<file path="src/rtl/pe_instruction.sv">
// pe_instruction: FP32 multiply-accumulate processing element packaged as a
// Nios II multi-cycle custom instruction. It holds one kernel operand, one
// input operand and one accumulator, and answers each accepted command with
// a registered result and a one-cycle done pulse.
module pe_instruction #(
    parameter int DATA_W = 32,
    parameter int OP_W   = 3
) (
    input  logic              clk,
    input  logic              reset,
    input  logic              clk_en,
    input  logic              start,
    input  logic [OP_W-1:0]   n,
    input  logic [DATA_W-1:0] dataa,
    output logic [DATA_W-1:0] result,
    output logic              done
);

    typedef enum logic [OP_W-1:0] {
        OP_CLEAR       = 3'd0,
        OP_LOAD_KERNEL = 3'd1,
        OP_LOAD_INPUT  = 3'd2,
        OP_MAC         = 3'd3,
        OP_READ_CLEAR  = 3'd4
    } op_e;

    // FP32 multiply: denormals flush to signed zero, truncating rounding,
    // overflow saturates to signed Inf, underflow gives +0.
    function automatic logic [31:0] fp_mul(input logic [31:0] a, input logic [31:0] b);
        logic               s;
        logic [47:0]        p;
        logic signed [10:0] e;
        logic [22:0]        f;
        s = a[31] ^ b[31];
        if (a[30:23] == 8'hFF || b[30:23] == 8'hFF) return {s, 8'hFF, 23'b0};
        if (a[30:23] == 8'h00 || b[30:23] == 8'h00) return {s, 31'b0};
        p = {24'b0, 1'b1, a[22:0]} * {24'b0, 1'b1, b[22:0]};
        e = $signed({3'b0, a[30:23]}) + $signed({3'b0, b[30:23]}) - 11'sd127;
        if (p[47]) begin
            e = e + 11'sd1;
            f = p[46:24];
        end else begin
            f = p[45:23];
        end
        if (e >= 11'sd255) return {s, 8'hFF, 23'b0};
        if (e <= 11'sd0) return 32'b0;
        return {s, e[7:0], f};
    endfunction

    // FP32 add: three extra bits (guard/round/sticky) keep the truncated
    // result exact for effective subtraction; exact-zero sums give +0.
    function automatic logic [31:0] fp_add(input logic [31:0] a, input logic [31:0] b);
        logic [31:0]        x;
        logic [31:0]        y;
        logic [7:0]         d;
        logic [26:0]        mx;
        logic [26:0]        my;
        logic [26:0]        mask;
        logic               sticky;
        logic [27:0]        s;
        logic [4:0]         lz;
        logic signed [10:0] e;
        if (a[30:23] == 8'hFF) return {a[31], 8'hFF, 23'b0};
        if (b[30:23] == 8'hFF) return {b[31], 8'hFF, 23'b0};
        if (a[30:23] == 8'h00 && b[30:23] == 8'h00) return 32'b0;
        if (a[30:23] == 8'h00) return b;
        if (b[30:23] == 8'h00) return a;
        if (a[30:0] >= b[30:0]) begin
            x = a;
            y = b;
        end else begin
            x = b;
            y = a;
        end
        d      = x[30:23] - y[30:23];
        mx     = {1'b1, x[22:0], 3'b0};
        my     = {1'b1, y[22:0], 3'b0};
        mask   = '0;
        sticky = 1'b0;
        // Smaller operand is aligned; every bit shifted out folds into bit 0.
        if (d >= 8'd27) begin
            my = 27'd1;
        end else begin
            mask   = (27'd1 << d) - 27'd1;
            sticky = |(my & mask);
            my     = (my >> d) | {26'b0, sticky};
        end
        e = $signed({3'b0, x[30:23]});
        if (x[31] == y[31]) begin
            s = {1'b0, mx} + {1'b0, my};
            if (s[27]) begin
                s = {1'b0, s[27:1]} | {27'b0, s[0]};
                e = e + 11'sd1;
            end
        end else begin
            s = {1'b0, mx} - {1'b0, my};
            if (s == 28'd0) return 32'b0;
            lz = '0;
            for (int unsigned i = 0; i < 27; i++) begin
                if (s[i]) lz = 5'(26 - i);
            end
            s = s << lz;
            e = e - $signed({6'b0, lz});
        end
        if (e >= 11'sd255) return {x[31], 8'hFF, 23'b0};
        if (e <= 11'sd0) return 32'b0;
        return {x[31], e[7:0], s[25:3]};
    endfunction

    logic [DATA_W-1:0] kernel_q, kernel_d;
    logic [DATA_W-1:0] input_q, input_d;
    logic [DATA_W-1:0] acc_q, acc_d;
    logic [DATA_W-1:0] result_q, result_d;
    logic              done_q, done_d;
    logic [DATA_W-1:0] mac_sum;

    assign mac_sum = fp_add(acc_q, fp_mul(kernel_q, input_q));

    // Decode the command accepted at this edge into next-state values.
    always_comb begin
        kernel_d = kernel_q;
        input_d  = input_q;
        acc_d    = acc_q;
        result_d = result_q;
        done_d   = done_q;
        if (clk_en) begin
            done_d = start;
            if (start) begin
                case (n)
                    OP_CLEAR: begin
                        kernel_d = '0;
                        input_d  = '0;
                        acc_d    = '0;
                        result_d = '0;
                    end
                    OP_LOAD_KERNEL: begin
                        kernel_d = dataa;
                        result_d = dataa;
                    end
                    OP_LOAD_INPUT: begin
                        input_d  = dataa;
                        result_d = dataa;
                    end
                    OP_MAC: begin
                        acc_d    = mac_sum;
                        result_d = mac_sum;
                    end
                    OP_READ_CLEAR: begin
                        acc_d    = '0;
                        result_d = acc_q;
                    end
                    default: result_d = acc_q;
                endcase
            end
        end
    end

    // State registers; reset wins over clk_en.
    always_ff @(posedge clk) begin
        if (!reset) begin
            kernel_q <= '0;
            input_q  <= '0;
            acc_q    <= '0;
            result_q <= '0;
            done_q   <= 1'b0;
        end else begin
            kernel_q <= kernel_d;
            input_q  <= input_d;
            acc_q    <= acc_d;
            result_q <= result_d;
            done_q   <= done_d;
        end
    end

    assign result = result_q;
    assign done   = done_q;

endmodule

</file>
<file path="config.mk">
export PLATFORM = sky130hd
export DESIGN_NAME = pe_instruction
export DESIGN_NICKNAME = d
export VERILOG_FILES = /design/src/rtl/pe_instruction.sv
export SDC_FILE = /design/constraint.sdc
export NUM_CORES = 2
export LEC_CHECK = 0
export ABC_AREA = 1
export CAP_MARGIN = 20
export CORE_UTILIZATION = 45
export DETAILED_ROUTE_END_ITERATION = 10
export SYNTH_ARGS = -nofsm -noshare
export SYNTH_HDL_FRONTEND = slang
export SYNTH_SLANG_ARGS = --single-unit
</file>
<file path="constraint.sdc">
create_clock -name clk -period 18.9 [get_ports clk]
set_input_delay 3.78 -clock clk [delete_from_list [all_inputs] [get_ports clk]]
set_output_delay 3.78 -clock clk [all_outputs]
set_load 0.02 [all_outputs]
</file>
==> reports/results.tsv <==
stage	metric	value	unit
status	run_status	finished clean	
global_routing	globalRouteOverflowTotal	0	
cts	numCtsBuffers	17	
timing	period_minus_slack	17680	ps
critical_path	crit_top_cell	nand2_1	
logic_synthesis	yosysWarnings	0	
critical_path	cp_max_fo	19	
detailed_routing	wl_per_cell	20.54	um
global_routing	grt_pass1_vias	34035	
logic_synthesis	ys.flop_type	dfxtp_1	
global_routing	grt_start_max_net_pins	74	
logic_synthesis	synthCells	5322	
floorplanning	pin_count	72	
timing	tns	0	ps
place	place_congestion	1.007	
layout	n_fill_cell	8100	
cts	cts_sinks	129	
hold_path	hp-start	done$_SDFFE_PN0P_	
logic_synthesis	synth_top_area_share	27.28	%
logic_synthesis	synth_top_area_cell	fa_1	
power_and_ir_drop	power_density	65.04	mW/mm^2
detailed_routing	firstDrtPassIters	7	
timing	period_share	93.55	%
critical_path	max_stage_delay	560	ps
hold_path	min_to	done$_SDFFE_PN0P_	
logic_synthesis	synth_cell_types	74	
critical_path	cp_slowest_cell	dfxtp_1	
global_routing	grt_usage	32.57	%
timing	slew_headroom	23.59	%
logic_synthesis	synth_area_per_cell	6.674	sq um
critical_path	crit_arrival	18100	ps
timing	fin_hold_ws	470.0	ps
layout	final_area	0.03867	sq mm
cts	cts_tree	built	
timing	tightest_slew	1134	ps
detailed_routing	vias	35149	
detailed_routing	routed_wl	131.0	mm
critical_path	reg2reg_depth	99	
place	dp.cells	6332	
floorplanning	dieArea	0.08006	sq mm
cts	clk_latency	490	ps
critical_path	r2r-start	kernel_q[7]$_SDFFE_PN0P_	
timing	finalSetupViolCount	0	
cts	htreeDepth	4	
floorplanning	core	0.07772	sq mm
layout	ff_latch_area	0.002645	sq mm
layout	synthToLayoutAreaGrowth	8.877	%
cts	clk_pin_slew	70	ps
detailed_routing	vias_per_cell	5.510	
layout	drive_gt1_share	7.492	%
floorplanning	start_util	45.70	%
critical_path	required	19320	ps
floorplanning	fp-row-count	102	
detailed_routing	drtAntennaViolNets	0	
logic_synthesis	synth_edf_count	0	
critical_path	crit_buf_inv	17	
logic_synthesis	seq_area_frac_synth	7.270	%
cts	cts_root_buffer	clkbuf_16	
hold_path	hold_path_depth	2	
timing	skew	14.50	ps
critical_path	r2r_slack	1220	ps
floorplanning	die_w	283.0	um
logic_synthesis	syn_nets	6118	
logic_synthesis	synthTopCellsByCount	nand2_1 (1368), inv_1 (1125), fa_1 (484), nand3_1 (326), a21oi_1 (324)	
critical_path	crit_family	simple AND/OR/NAND/NOR gates	
timing	fmax	56.56	MHz
place	dpl_cell_area	0.03770	sq mm
floorplanning	die_h	283.0	um
detailed_routing	drc	0	
detailed_routing	drt-initial-drc-count	3506	
critical_path	endpoint_kind	flip-flop	
critical_path	cp-start-kind	flip-flop	
place	port_buffers	71	
logic_synthesis	syn_area	0.03552	sq mm
power_and_ir_drop	leakage	0.02119	uW
logic_synthesis	yosysMostFrequentCell	nand2_1	
logic_synthesis	yosys-top-cells-area	fa_1 (27%), nand2_1 (14%), inv_1 (12%)	
timing	hold_viol_final	0	
layout	multi_input_area	0.02778	sq mm
layout	final_cells	6379	
logic_synthesis	async_flop_share	0	%
critical_path	path_class	reg -> reg	
global_routing	grt_pass1_wl	201.2	mm
critical_path	r2r_end	result[9]$_SDFFE_PN0P_	
timing	slew_viol_final	0	
cts	hold_buffers	0	
cts	cts_buffer_depth	2	
hold_path	hold_class	reg -> reg	
logic_synthesis	ys_seq_elements	129	
place	dp_hpwl	106.3	mm
global_routing	antenna_found_initial	1	
layout	num_antenna_cells	0	
power_and_ir_drop	ir_worst_vdd	84.44	uV
flow_run	maxCapViolCount	0	
layout	final_nets	6122	
-- metal layers --
layer  routed length (um)  GRT usage [%]  share of wire [%]
met4                 2653          6.658                2.0
met3                11460          5.878                8.7
met1                58740          47.12                 45
met5                    0              0                  0
met2                58180          50.53                 44
-- cell families after synthesis --
kind of cell    Yosys count  synth area share (%)
compound gates          776                 12.60
fa+ha+maj               757                 36.89
flops                   129                 7.270
simple gates           2155                 25.76
buf+inv                1417                 15.21
mux                       2               0.05636
xor+xnor                 86                 2.205
-- worst min-delay path: cells and delay by family (launching register included) --
kind            cells  cell delay (ps)
simple gates        1               60
flops               1              310
compound gates      1               50
-- power breakdown --
| group | leakage [uW] | switching, uW | internal [uW] | total [uW] |
|---|---|---|---|---|
| sequential | 0.00107 | 24.4 | 280 | 305 |
| clock | 0.000287 | 156 | 196 | 352 |
| combinational | 0.0198 | 1290 | 567 | 1860 |
| total | 0.0212 | 1470 | 1040 | 2520 |
-- worst max path at each step --
stage,startpoint,endpoint,slack [ps],cells after the start
after floorplan,kernel_q[13]$_SDFFE_PN0P_,result[23]$_SDFFE_PN0P_,2890,102
after global routing,input_q[8]$_SDFFE_PN0P_,result[27]$_SDFFE_PN0P_,-50,102
after global placement,kernel_q[9]$_SDFFE_PN0P_,result[9]$_SDFFE_PN0P_,200,108
after CTS,kernel_q[9]$_SDFFE_PN0P_,result[22]$_SDFFE_PN0P_,120,109
final,kernel_q[7]$_SDFFE_PN0P_,result[9]$_SDFFE_PN0P_,1220,99
after detailed placement,kernel_q[9]$_SDFFE_PN0P_,result[22]$_SDFFE_PN0P_,140,109
-- state kept, by name, summed over array words and instances, names as in the netlist --
name	cells
result	32
input_q	32
done	1
kernel_q	32
acc_q	32
-- cell usage in the layout (no fill, tap or decap), types with 69 or more instances in the layout --
cell             synthesis  routed
clkdlybuf4s50_1          0      69
a21oi_1                324     322
buf_4                    5     139
nand3_1                326     325
nor2_1                 264     257
fa_1                   484     484
dfxtp_1                129      99
nand2_1               1368    1366
ha_1                   273     271
o21ai_0                224     222
inv_1                 1125    1121
-- stage by stage --
stage / utilization, % / power (uW) / setup slack, ps
2_1_floorplan: - / 1506 / 2890
3_3_place_gp: 48.50 / 2085 / 198.8
3_5_place_dp: 48.50 / 2064 / 140.2
4_1_cts: 49.25 / 2423 / 116.2
5_1_grt: 49.76 / 2702 / -50.43
6_report: 49.76 / 2515 / 1219
-- layout make-up --
class	count	share of cell area (%)
multi-input cells	3778	71.82
inverters	1177	11.43
flip-flops and latches	129	6.839
repair buffers	223	5.034
well taps	1040	3.365
clock buffers	18	1.110
clock inverters	14	0.4012
-- repair_timing --
| action | CTS | global route |
|---|---|---|
| setup endpoints to repair | 0 | 64 |
| buffers inserted | 0 | 10 |
| resized for setup | 0 | 83 |
Power figures use the tool's default switching activity.
